--- src/rtl/seq_divider_32.sv ---
// Iterative restoring divider producing one quotient bit per clock behind a start/done handshake.
// Define DIV_SIGNED_EN for two's-complement operands; the default build is purely unsigned.
module seq_divider_32 #(
   parameter int WIDTH = 32,
   parameter int CNT_W = 6
) (
   input  logic             clk,
   input  logic             rst_n,
   input  logic             start,
   input  logic [WIDTH-1:0] dividend,
   input  logic [WIDTH-1:0] divisor,
   output logic             busy,
   output logic             done,
   output logic [WIDTH-1:0] quotient,
   output logic [WIDTH-1:0] remainder,
   output logic             div_by_zero
);

   typedef enum logic [1:0] {
      IDLE,
      RUN,
      DONE
   } state_t;

   localparam logic [CNT_W-1:0] LAST_CNT = CNT_W'(WIDTH - 1);

   state_t             state;
   state_t             state_next;
   logic [WIDTH-1:0]   rem_q;
   logic [WIDTH-1:0]   quo_q;
   logic [WIDTH-1:0]   dsr_q;
   logic [CNT_W-1:0]   count;
   logic [WIDTH:0]     rem_shift;
   logic [WIDTH-1:0]   rem_step;
   logic [WIDTH-1:0]   quo_step;
   logic [WIDTH-1:0]   dividend_mag;
   logic [WIDTH-1:0]   divisor_mag;
   logic [WIDTH-1:0]   final_q;
   logic [WIDTH-1:0]   final_r;

   assign busy = (state != IDLE);

   always_comb begin
      state_next = state;
      case (state)
         IDLE: if (start) state_next = (divisor == '0) ? DONE : RUN;
         RUN:  if (count == LAST_CNT) state_next = DONE;
         DONE: state_next = IDLE;
         default: state_next = IDLE;
      endcase
   end

   // After a restore the partial remainder is always below the divisor, so only the
   // shifted value needs the extra bit; the stored remainder fits in WIDTH bits.
   always_comb begin
      rem_shift = {rem_q, quo_q[WIDTH-1]};
      if (rem_shift >= {1'b0, dsr_q}) begin
         rem_step = rem_shift[WIDTH-1:0] - dsr_q;
         quo_step = {quo_q[WIDTH-2:0], 1'b1};
      end else begin
         rem_step = rem_shift[WIDTH-1:0];
         quo_step = {quo_q[WIDTH-2:0], 1'b0};
      end
   end

`ifdef DIV_SIGNED_EN
   logic neg_q;
   logic neg_r;

   // Divide magnitudes, then restore signs in the final write: quotient truncates
   // toward zero and the remainder follows the dividend's sign.
   always_comb begin
      dividend_mag = dividend[WIDTH-1] ? (~dividend + 1'b1) : dividend;
      divisor_mag  = divisor[WIDTH-1]  ? (~divisor + 1'b1)  : divisor;
      final_q      = neg_q ? (~quo_step + 1'b1) : quo_step;
      final_r      = neg_r ? (~rem_step + 1'b1) : rem_step;
   end

   always_ff @(posedge clk or negedge rst_n) begin
      if (!rst_n) begin
         neg_q <= 1'b0;
         neg_r <= 1'b0;
      end else if (state == IDLE && start) begin
         neg_q <= dividend[WIDTH-1] ^ divisor[WIDTH-1];
         neg_r <= dividend[WIDTH-1];
      end
   end
`else
   assign dividend_mag = dividend;
   assign divisor_mag  = divisor;
   assign final_q      = quo_step;
   assign final_r      = rem_step;
`endif

   always_ff @(posedge clk or negedge rst_n) begin
      if (!rst_n) begin
         state       <= IDLE;
         done        <= 1'b0;
         rem_q       <= '0;
         quo_q       <= '0;
         dsr_q       <= '0;
         count       <= '0;
         quotient    <= '0;
         remainder   <= '0;
         div_by_zero <= 1'b0;
      end else begin
         state <= state_next;
         done  <= (state == DONE);
         case (state)
            IDLE: begin
               if (start) begin
                  quo_q       <= dividend_mag;
                  dsr_q       <= divisor_mag;
                  rem_q       <= '0;
                  count       <= '0;
                  div_by_zero <= 1'b0;
                  // A zero divisor skips the iterations; results are ready at DONE.
                  if (divisor == '0) begin
                     quotient    <= '1;
                     remainder   <= dividend;
                     div_by_zero <= 1'b1;
                  end
               end
            end
            RUN: begin
               rem_q <= rem_step;
               quo_q <= quo_step;
               count <= count + 1'b1;
               if (count == LAST_CNT) begin
                  quotient  <= final_q;
                  remainder <= final_r;
               end
            end
            default: ;
         endcase
      end
   end

endmodule

--- config.mk ---
export PLATFORM = sky130hd
export DESIGN_NAME = seq_divider_32
export DESIGN_NICKNAME = d
export VERILOG_FILES = /design/src/rtl/seq_divider_32.sv
export SDC_FILE = /design/constraint.sdc
export NUM_CORES = 1
export LEC_CHECK = 0
export CAP_MARGIN = 20
export CORE_MARGIN = 5
export CORE_UTILIZATION = 45
export DETAILED_ROUTE_END_ITERATION = 7
export GPL_TIMING_DRIVEN = 0
export HOLD_SLACK_MARGIN = 0.1
export PLACE_DENSITY = 0.65
export SLEW_MARGIN = 25
export SYNTH_ARGS = -nofsm -noshare
export SYNTH_HDL_FRONTEND = slang
export SYNTH_SLANG_ARGS = --single-unit
--- constraint.sdc ---
create_clock -name clk -period 3.12 [get_ports clk]
set_clock_uncertainty 0.05 [all_clocks]
set_input_delay 0.624 -clock clk [delete_from_list [all_inputs] [get_ports clk]]
set_output_delay 0.624 -clock clk [all_outputs]
set_load 0.01 [all_outputs]
==> results.toml, run 1 <==
[pwr]
leakagePower_nw = 4.77
pwr_density_cell_mw_per_mm2 = 1410
ir_worst_vdd_mv = 0.651

[sta]
slew_headroom = 0.500
whs_ns = 0.447
min_period_ns = 3.07
hold_viol = 0
setup-tns-final_ns = 0
fmax_mhz = 326
worst_pin_slew_ns = 0.749
setup_viol_count_final = 0
finalCritPeriodShare = 0.985
rsz0062_at_grt = "true"
final_max_slew_viol_count = 0

[floorplan]
die_x_um = 153
die_y_um = 153
num_rows = 52
dieArea_mm2 = 0.0233
core_area_mm2 = 0.0202
initial_utilization = 0.455
ioPinCount = 134

[synth]
syn_area_mm2 = 0.00918
yosysSeqAreaShare = 0.464
synth_nets = 1135
syn_avg_cell_area_um2 = 8.87
yosysUniqueCellTypes = 65
ys_warn_count = 0
synth_top_flop_cell = "dfrtp_1"
yosys_register_bits = 170
synthCells = 1034
synth_edf_count = 0
async_reset_ff_frac = 1.00

[detailed_routing]
viasPerCell = 5.52
routed_wl_um = 28200
drt-pass1-iter-count = 5
drc_errors = 0
routedWlPerCell_um = 19.0
via_count = 8184
final_antenna_net_count = 0
drt_iter0_drc = 575

[critical_path]
startpoint_type = "flip-flop"
crit_required_ns = 3.43
critical_path_arrival_ns = 3.38
endpoint_kind = "flip-flop"
crit_path_max_fanout = 5
criticalPathCategory = "reg2reg"

[clock_tree]
htree_levels = 4
cts_buffer_depth = 2
clk_latency_ns = 0.44
clock-sinks = 170
clkTransAtPathRegs_ns = 0.08
cts-buffers-inserted = 17
cts_root_buf = "clkbuf_16"
cts_tree = "yes"

[placed_design]
portBuffers = 133
place_hpwl_um = 21400
place_area_mm2 = 0.0109
gp_congestion = 0.899
dp.cells = 1439

[final_layout]
layout_commonest_cell = "dfrtp_1"
antenna_cells = 0
drive_above_1_share = 0.0981
area_growth_pct = 29.2
fin_area_mm2 = 0.0119
fin_nets = 1301
final_cell_mix = "170 x dfrtp_1, 146 x nand2_1, 132 x clkdlybuf4s50_1"
fin_cells = 1483

[global_routing]
grt_max_degree = 73
grt_overflow = 0
antenna_found_initial = 0
track_usage = 0.236
grt_pass1_vias = 7993
grt_pass1_wl_um = 44000

[flow_run]
drv_cap = 0

[status]
outcome = "finished, final reports clean"

[min_path]
hp-class = "reg2reg"
-- cells by family after synthesis --
kind of cell	share of synthesized area
AO/OA/AOI/OAI	0.215
AND/OR/NAND/NOR	0.149
flip-flops	0.464
buffers and inverters	0.0469
multiplexers	0.0504
adder cells (fa/ha/maj)	0.0472
XOR/XNOR	0.0277
-- metrics by stage --
stage          setup slack (ns)  power, mW   util
4_1_cts                 0.00579       15.9  0.575
6_report                 0.0481       16.7  0.588
3_3_place_gp              -5.82       13.3  0.538
3_5_place_dp              -1.04       13.4  0.541
2_1_floorplan             0.368       10.3      -
5_1_grt                 -0.0528       17.9  0.588
-- Yosys cell counts, types with 11 or more instances --
cell type / instances / area (um^2)
clkbuf_1: 50 / 188
xnor2_1: 16 / 140
nand2_1: 146 / 548
nor4_1: 12 / 75.1
a21o_1: 20 / 150
nand4_1: 11 / 68.8
o21ai_0: 127 / 636
o21a_1: 18 / 135
nor2_1: 102 / 383
mux2i_1: 44 / 440
xor2_1: 13 / 114
inv_1: 41 / 154
a21oi_1: 103 / 515
a31oi_1: 11 / 68.8
dfrtp_1: 170 / 4250
ha_1: 33 / 413
-- final timing paths --
check                              from            end  slack (ns)  cells after the start
setup / recovery               rem_q[2]  remainder[31]        0.05                     11
hold / removal             remainder[7]   remainder[7]        0.45                      1
setup reg to reg               rem_q[2]  remainder[31]        0.05                     11
hold reg to reg            remainder[7]   remainder[7]        0.45                      1
max in group asynchronous         rst_n      rem_q[30]        1.43                      4
min in group asynchronous         rst_n       dsr_q[5]        0.59                      2
-- repair_timing --
item,4_1_cts,5_1_grt
setup endpoints to repair,76,72
hold buffers,1,0
pin swaps,3,11
gates resized for setup,17,53
buffers inserted,4,6
endpoints found under the hold margin,43,0
-- worst max-delay path, cell delays in order (launching register included) --
cell,delay [ns]
dfrtp_1,0.40
ha_1,0.40
o211ai_1,0.12
a21o_1,0.20
a211oi_2,0.30
nor3_4,0.10
buf_4,0.17
a2111oi_1,0.61
o21ai_0,0.20
a31oi_1,0.17
a21oi_1,0.09
o221ai_1,0.18
-- layer usage --
| metal | wire (um) | up-vias | track usage | part of all wire |
|---|---|---|---|---|
| met5 | 0 | - | 0 | 0 |
| met4 | 358 | 0 | 0.0585 | 0.013 |
| met1 | 12800 | 3998 | 0.330 | 0.45 |
| met2 | 13400 | 212 | 0.376 | 0.48 |
| li1 | - | 3946 | - | - |
| met3 | 1610 | 28 | 0.0534 | 0.057 |
-- where the power goes --
part           internal [mW]  total (mW)  switching [mW]
clock network           1.09        2.16            1.08
registers               3.30        4.12           0.821
logic                   4.42        10.4            5.97
-- flip-flops by register name, summed over array words and instances (netlist names) --
| name | count |
|---|---|
| dsr_q | 32 |
| quo_q | 32 |
| quotient | 32 |
| rem_q | 32 |
| remainder | 32 |
| count | 6 |
| state | 2 |
| div_by_zero | 1 |
| done | 1 |
-- layout make-up --
type                            instances  area (um^2)
Clock buffer                           17          425
Fill cell                            1838         8320
Tap cell                              270          338
Multi-Input combinational cell        758         4720
Sequential cell                       170         4250
Inverter                               42          158
Clock inverter                         15          168
Buffer                                 64          302
Timing Repair Buffer                  147         1480
(Power assumes the default switching activity.)
==> inputs of run 2 (changes only) <==
Settings changed: ABC_AREA set to 1, PLACE_DENSITY 0.65 to 0.64.
==> run 2 against run 1 <==
  * Wire length grew 17%
  * Synthesized area grew 16%
  * Sequential share of layout area shrank 3.4 points
  * Register-to-register slack gained 0.37 ns
  * Critical path type unchanged
  * Critical endpoint is now remainder[28]
  * Highest routed layer unchanged
==> results.toml, run 2 <==
[status]
outcome = "finished, final reports clean"

[global_routing]
grt_pass1_wl_um = 51500
grt_max_degree = 78
antenna_found_initial = 0
grt_pass1_vias = 9569
track_usage = 0.249
grt_overflow = 0

[clock_tree]
cts_root_buf = "clkbuf_16"
cts_buffer_depth = 2
htree_levels = 4
cts-buffers-inserted = 17
cts_tree = "yes"
clkTransAtPathRegs_ns = 0.08
cts_resized = 0
clock-sinks = 170
clk_latency_ns = 0.44
cts_setup_buffers = 0
hold_buffers = 1

[critical_path]
crit_path_max_fanout = 5
crit_required_ns = 3.40
rr_worst_depth = 16
criticalPathCategory = "reg2reg"
critical_path_arrival_ns = 2.98
crit_start = "quo_q[31]"
reg2reg_slack_ns = 0.42
startpoint_type = "flip-flop"
r2r_end = "remainder[28]"
r2r-start = "quo_q[31]"
endpoint_kind = "flip-flop"

[sta]
fmax_mhz = 370
slew_headroom = 0.557
finalCritPeriodShare = 0.865
final_max_slew_viol_count = 0
min_period_ns = 2.70
setup-tns-final_ns = 0
setup_viol_count_final = 0
rsz0062_at_grt = "false"
hold_viol = 0
worst_pin_slew_ns = 0.665

[final_layout]
fill_cells = 2336
area_growth_pct = 22.8
fin_nets = 1765
antenna_cells = 0
utilization = 0.560
drive_above_1_share = 0.0835
layout_commonest_cell = "nand2_1"
fin_cells = 1996
final_cell_mix = "419 x nand2_1, 292 x inv_1, 170 x dfrtp_1"

[synth]
synth_top_flop_cell = "dfrtp_1"
synth.most_common_cell = "nand2_1"
syn_avg_cell_area_um2 = 7.07
yosysSeqAreaShare = 0.399
synth_top_area_frac = 0.399
yosysTopAreaCell = "dfrtp_1"
netlist_top_cells_count = "419 x nand2_1, 292 x inv_1, 170 x dfrtp_1"
ys_warn_count = 0
yosys_register_bits = 170
async_reset_ff_frac = 1.00
synth_nets = 1610
yosysUniqueCellTypes = 43
yosys-top-cells-area = "dfrtp_1 40%, nand2_1 15%, inv_1 10%"
synthCells = 1509
synth_edf_count = 0
syn_area_mm2 = 0.0107

[floorplan]
ioPinCount = 134
num_rows = 56
die_y_um = 164
core_area_mm2 = 0.0234
die_x_um = 164
dieArea_mm2 = 0.0269
initial_utilization = 0.456

[detailed_routing]
via_count = 9961
drt_iter0_drc = 831
viasPerCell = 4.99
routed_wl_um = 33100
final_antenna_net_count = 0
routedWlPerCell_um = 16.6
drc_errors = 0
drt-pass1-iter-count = 5

[pwr]
leakagePower_nw = 6.88
ir_worst_vdd_mv = 0.575
pwr_density_cell_mw_per_mm2 = 1260

[flow_run]
drv_cap = 0

[min_path]
whs_path_depth = 2
min_from = "dsr_q[19]"
min_to = "dsr_q[19]"
hp-class = "reg2reg"

[placed_design]
place_hpwl_um = 26300
gp_congestion = 0.945
portBuffers = 133
dp.cells = 1963
==> run 2: logic make-up after synthesis <==
| family | Yosys count | share of synthesized area |
|---|---|---|
| and+or+nand+nor | 774 | 0.332 |
| adders and majority gates | 34 | 0.0406 |
| AOI/OAI and AO/OA | 157 | 0.0806 |
| xor gates and xnor gates | 15 | 0.0123 |
| DFF | 170 | 0.399 |
| buffers and inverters | 359 | 0.136 |
==> run 2: worst max path at each step <==
| stage | to | cells after the start |
|---|---|---|
| after floorplan | remainder[30] | 16 |
| after global placement | quotient[19] | 1 |
| after detailed placement | quotient[14] | 11 |
| after CTS | quotient[15] | 11 |
| after global routing | remainder[14] | 12 |
| final | remainder[28] | 16 |
==> run 2: through the flow <==
stage | hold slack, ns | power, mW | setup WS [ns] | area (um^2)
2_1_floorplan | 0.278 | 10.8 | 1.05 | 10700
3_3_place_gp | 0.407 | 14.1 | -6.00 | 12400
3_5_place_dp | 0.408 | 14.2 | -0.0434 | 12500
4_1_cts | 0.442 | 16.6 | 0.424 | 13100
5_1_grt | 0.463 | 18.0 | 0.272 | 13100
6_report | 0.436 | 16.5 | 0.421 | 13100
==> run 2: layer usage <==
metal	vias up	GRT usage	share of wire
li1	5012	-	-
met1	4640	0.349	0.47
met2	260	0.391	0.45
met3	49	0.0444	0.051
met4	0	0.0804	0.026
met5	-	0	0
==> run 2: worst max-delay path, cell delays in order, from the launching register on <==
cell and delay, ns:
dfrtp_1 0.41, inv_1 0.13, ha_1 0.16, inv_1 0.08, fa_1 0.50, nand2_1 0.11, nand2_1 0.11, nand3_1 0.09
nand3_1 0.20, nand2_1 0.22, nand2_1 0.08, nand2_1 0.07, nand2_1 0.08, nand3_1 0.11, nand3_1 0.09, nand2_1 0.07
inv_1 0.03
==> run 2: power by group <==
group          leakage, nW  switching [mW]  internal (mW)
Combinational         4.54            6.67           3.75
Clock                0.308            1.08           1.19
Sequential            2.04           0.622           3.23
==> run 2: area by class of cell <==
type                            count  area [um^2]  share of cell area
Inverter                          302         1130              0.0865
Clock buffer                       18          439              0.0335
Clock inverter                     14          196              0.0150
Buffer                             57          320              0.0244
Multi-Input combinational cell    980         4960               0.379
Tap cell                          319          399              0.0305
Timing Repair Buffer              136         1400               0.107
Sequential cell                   170         4250               0.325
==> inputs of run 3 (changes only) <==
Settings changed: CORE_ASPECT_RATIO set to 1.2.
Clock period 3.12 ns to 2.6 ns, I/O delays scaled along.
==> run 3 against run 2 <==
  * Cell area increased by 0.56%
  * Hold slack got worse by 0.031 ns
  * Register-to-register slack worse by 0.30 ns
  * Via count is 0.10% lower
  * Critical path depth decreased by 1
  * Wire length increased by 0.49%
  * Total power increased by 20%
  * Critical endpoint is now remainder[16]
  * Sequential power is 21% higher
  * Sequential cell count stayed put
  * Die area barely moved
  * Setup slack got worse by 0.30 ns
  * Core utilization up 0.62 points
==> results.toml, run 3 (same netlist as run 2, synthesis figures left out) <==
[critical_path]
startpoint_type = "flip-flop"
crit_start = "rem_q[29]"
r2r-start = "rem_q[29]"
criticalPathCategory = "reg2reg"
critical_path_arrival_ns = 2.80
endpoint_kind = "flip-flop"
crit_required_ns = 2.92
r2r_end = "remainder[16]"
crit_end = "remainder[16]"
crit_path_max_fanout = 10
reg2reg_slack_ns = 0.12
rr_worst_depth = 15

[detailed_routing]
drc_errors = 0
via_count = 9951
routed_wl_um = 33200
routedWlPerCell_um = 16.7
drt-pass1-iter-count = 5
viasPerCell = 4.99
final_antenna_net_count = 0
drt_iter0_drc = 545

[global_routing]
track_usage = 0.255
grt_pass1_vias = 10050
grt_max_degree = 64
antenna_found_initial = 0
grt_pass1_wl_um = 53300
grt_overflow = 0

[final_layout]
final_cell_mix = "418 x nand2_1, 292 x inv_1, 170 x dfrtp_1"
drive_above_1_share = 0.0942
fin_nets = 1766
fill_cells = 2283
layout_commonest_cell = "nand2_1"
area_growth_pct = 23.5
antenna_cells = 0

[clock_tree]
clock-sinks = 170
clkTransAtPathRegs_ns = 0.07
clk_latency_ns = 0.44
cts-buffers-inserted = 17
htree_levels = 4
cts_root_buf = "clkbuf_16"
cts_buffer_depth = 2
cts_tree = "yes"

[sta]
min_period_ns = 2.48
setup_viol_count_final = 0
rsz0062_at_grt = "false"
hold_viol = 0
final_max_slew_viol_count = 0
finalCritPeriodShare = 0.952
fmax_mhz = 404
worst_pin_slew_ns = 0.764
whs_ns = 0.404
slew_headroom = 0.491

[pwr]
leakagePower_nw = 6.86
pwr_density_cell_mw_per_mm2 = 1510
ir_worst_vdd_mv = 0.648
power_mw = 19.9

[status]
outcome = "finished, final reports clean"

[floorplan]
dieArea_mm2 = 0.0269
die_y_um = 179
core_area_mm2 = 0.0233
initial_utilization = 0.458
die_x_um = 151
num_rows = 61
ioPinCount = 134

[placed_design]
portBuffers = 133
place_hpwl_um = 26700
gp_congestion = 0.924

[flow_run]
drv_cap = 0

[min_path]
hp-class = "reg2reg"
==> run 3: changes by cell type in the layout (fill, tap and decap cells not counted), sizes merged <==
cell      delta
clkbuf       +2
clkinv       -2
clkinvlp     +1
buf          -1
inv          +2
bufinv       -1
==> run 3: critical path: stages, from the launching register on <==
cell,delay [ns]
dfrtp_1,0.42
ha_1,0.36
inv_1,0.08
nor3_2,0.26
nand2_1,0.16
nor2_4,0.14
nand2_1,0.08
nand2_1,0.11
nor2_4,0.05
buf_12,0.13
nand2_8,0.10
buf_12,0.14
nand3_2,0.07
nand3_1,0.14
nand2_1,0.07
inv_1,0.05
==> run 3: power by group <==
part           switching (mW)  total (mW)  internal [mW]  leakage [nW]
sequential              0.771        4.64           3.87          2.04
combinational            7.99        12.7           4.69          4.54
clock                    1.29        2.58           1.29         0.281
==> run 3: metrics by stage <==
step / std cells / TNS (ns) / util / worst slack (ns) / cell area [um^2]
finish: 1993 / 0 / 0.566 / 0.124 / 13200
global route: 1993 / 0 / 0.566 / 0.00120 / 13200
CTS: 1992 / 0 / 0.560 / 0.0110 / 13000
detailed placement: 1959 / -24.36 / 0.535 / -0.446 / 12500
global placement: 1957 / -1086.17 / 0.532 / -6.27 / 12400
floorplan: 1509 / 0 / - / 0.531 / 10700
==> run 3: worst min-delay path by stage <==
stage             start  endpoint  cells after the start
3_3_place_gp   state[0]      done                      1
5_1_grt        state[0]      done                      1
6_report       state[0]      done                      1
2_1_floorplan     rst_n  count[0]                      0
3_5_place_dp   state[0]      done                      1
4_1_cts        state[0]      done                      1
==> run 3: timing repair <==
item | CTS | global route
hold endpoints to repair | 52 | 0
gates resized for setup | 0 | 23
setup endpoints to repair | 0 | 47
hold buffers | 1 | 0
buffers inserted | 0 | 1
==> run 3: cell type report <==
cell class	count	area (um^2)	area share
Multi-Input combinational cell	980	5070	0.385
Sequential cell	170	4250	0.323
Timing Repair Buffer	137	1420	0.108
Inverter	302	1130	0.0860
Clock buffer	18	429	0.0326
Tap cell	315	394	0.0299
Buffer	57	325	0.0247
Clock inverter	14	149	0.0113
==> run 3: routing by layer <==
layer / vias up / global-route usage / routed length [um]
li1: 5008 / - / -
met3: 53 / 0.0263 / 1110
met5: - / 0 / 0
met4: 0 / 0.0949 / 1080
met1: 4656 / 0.342 / 15200
met2: 234 / 0.429 / 15900
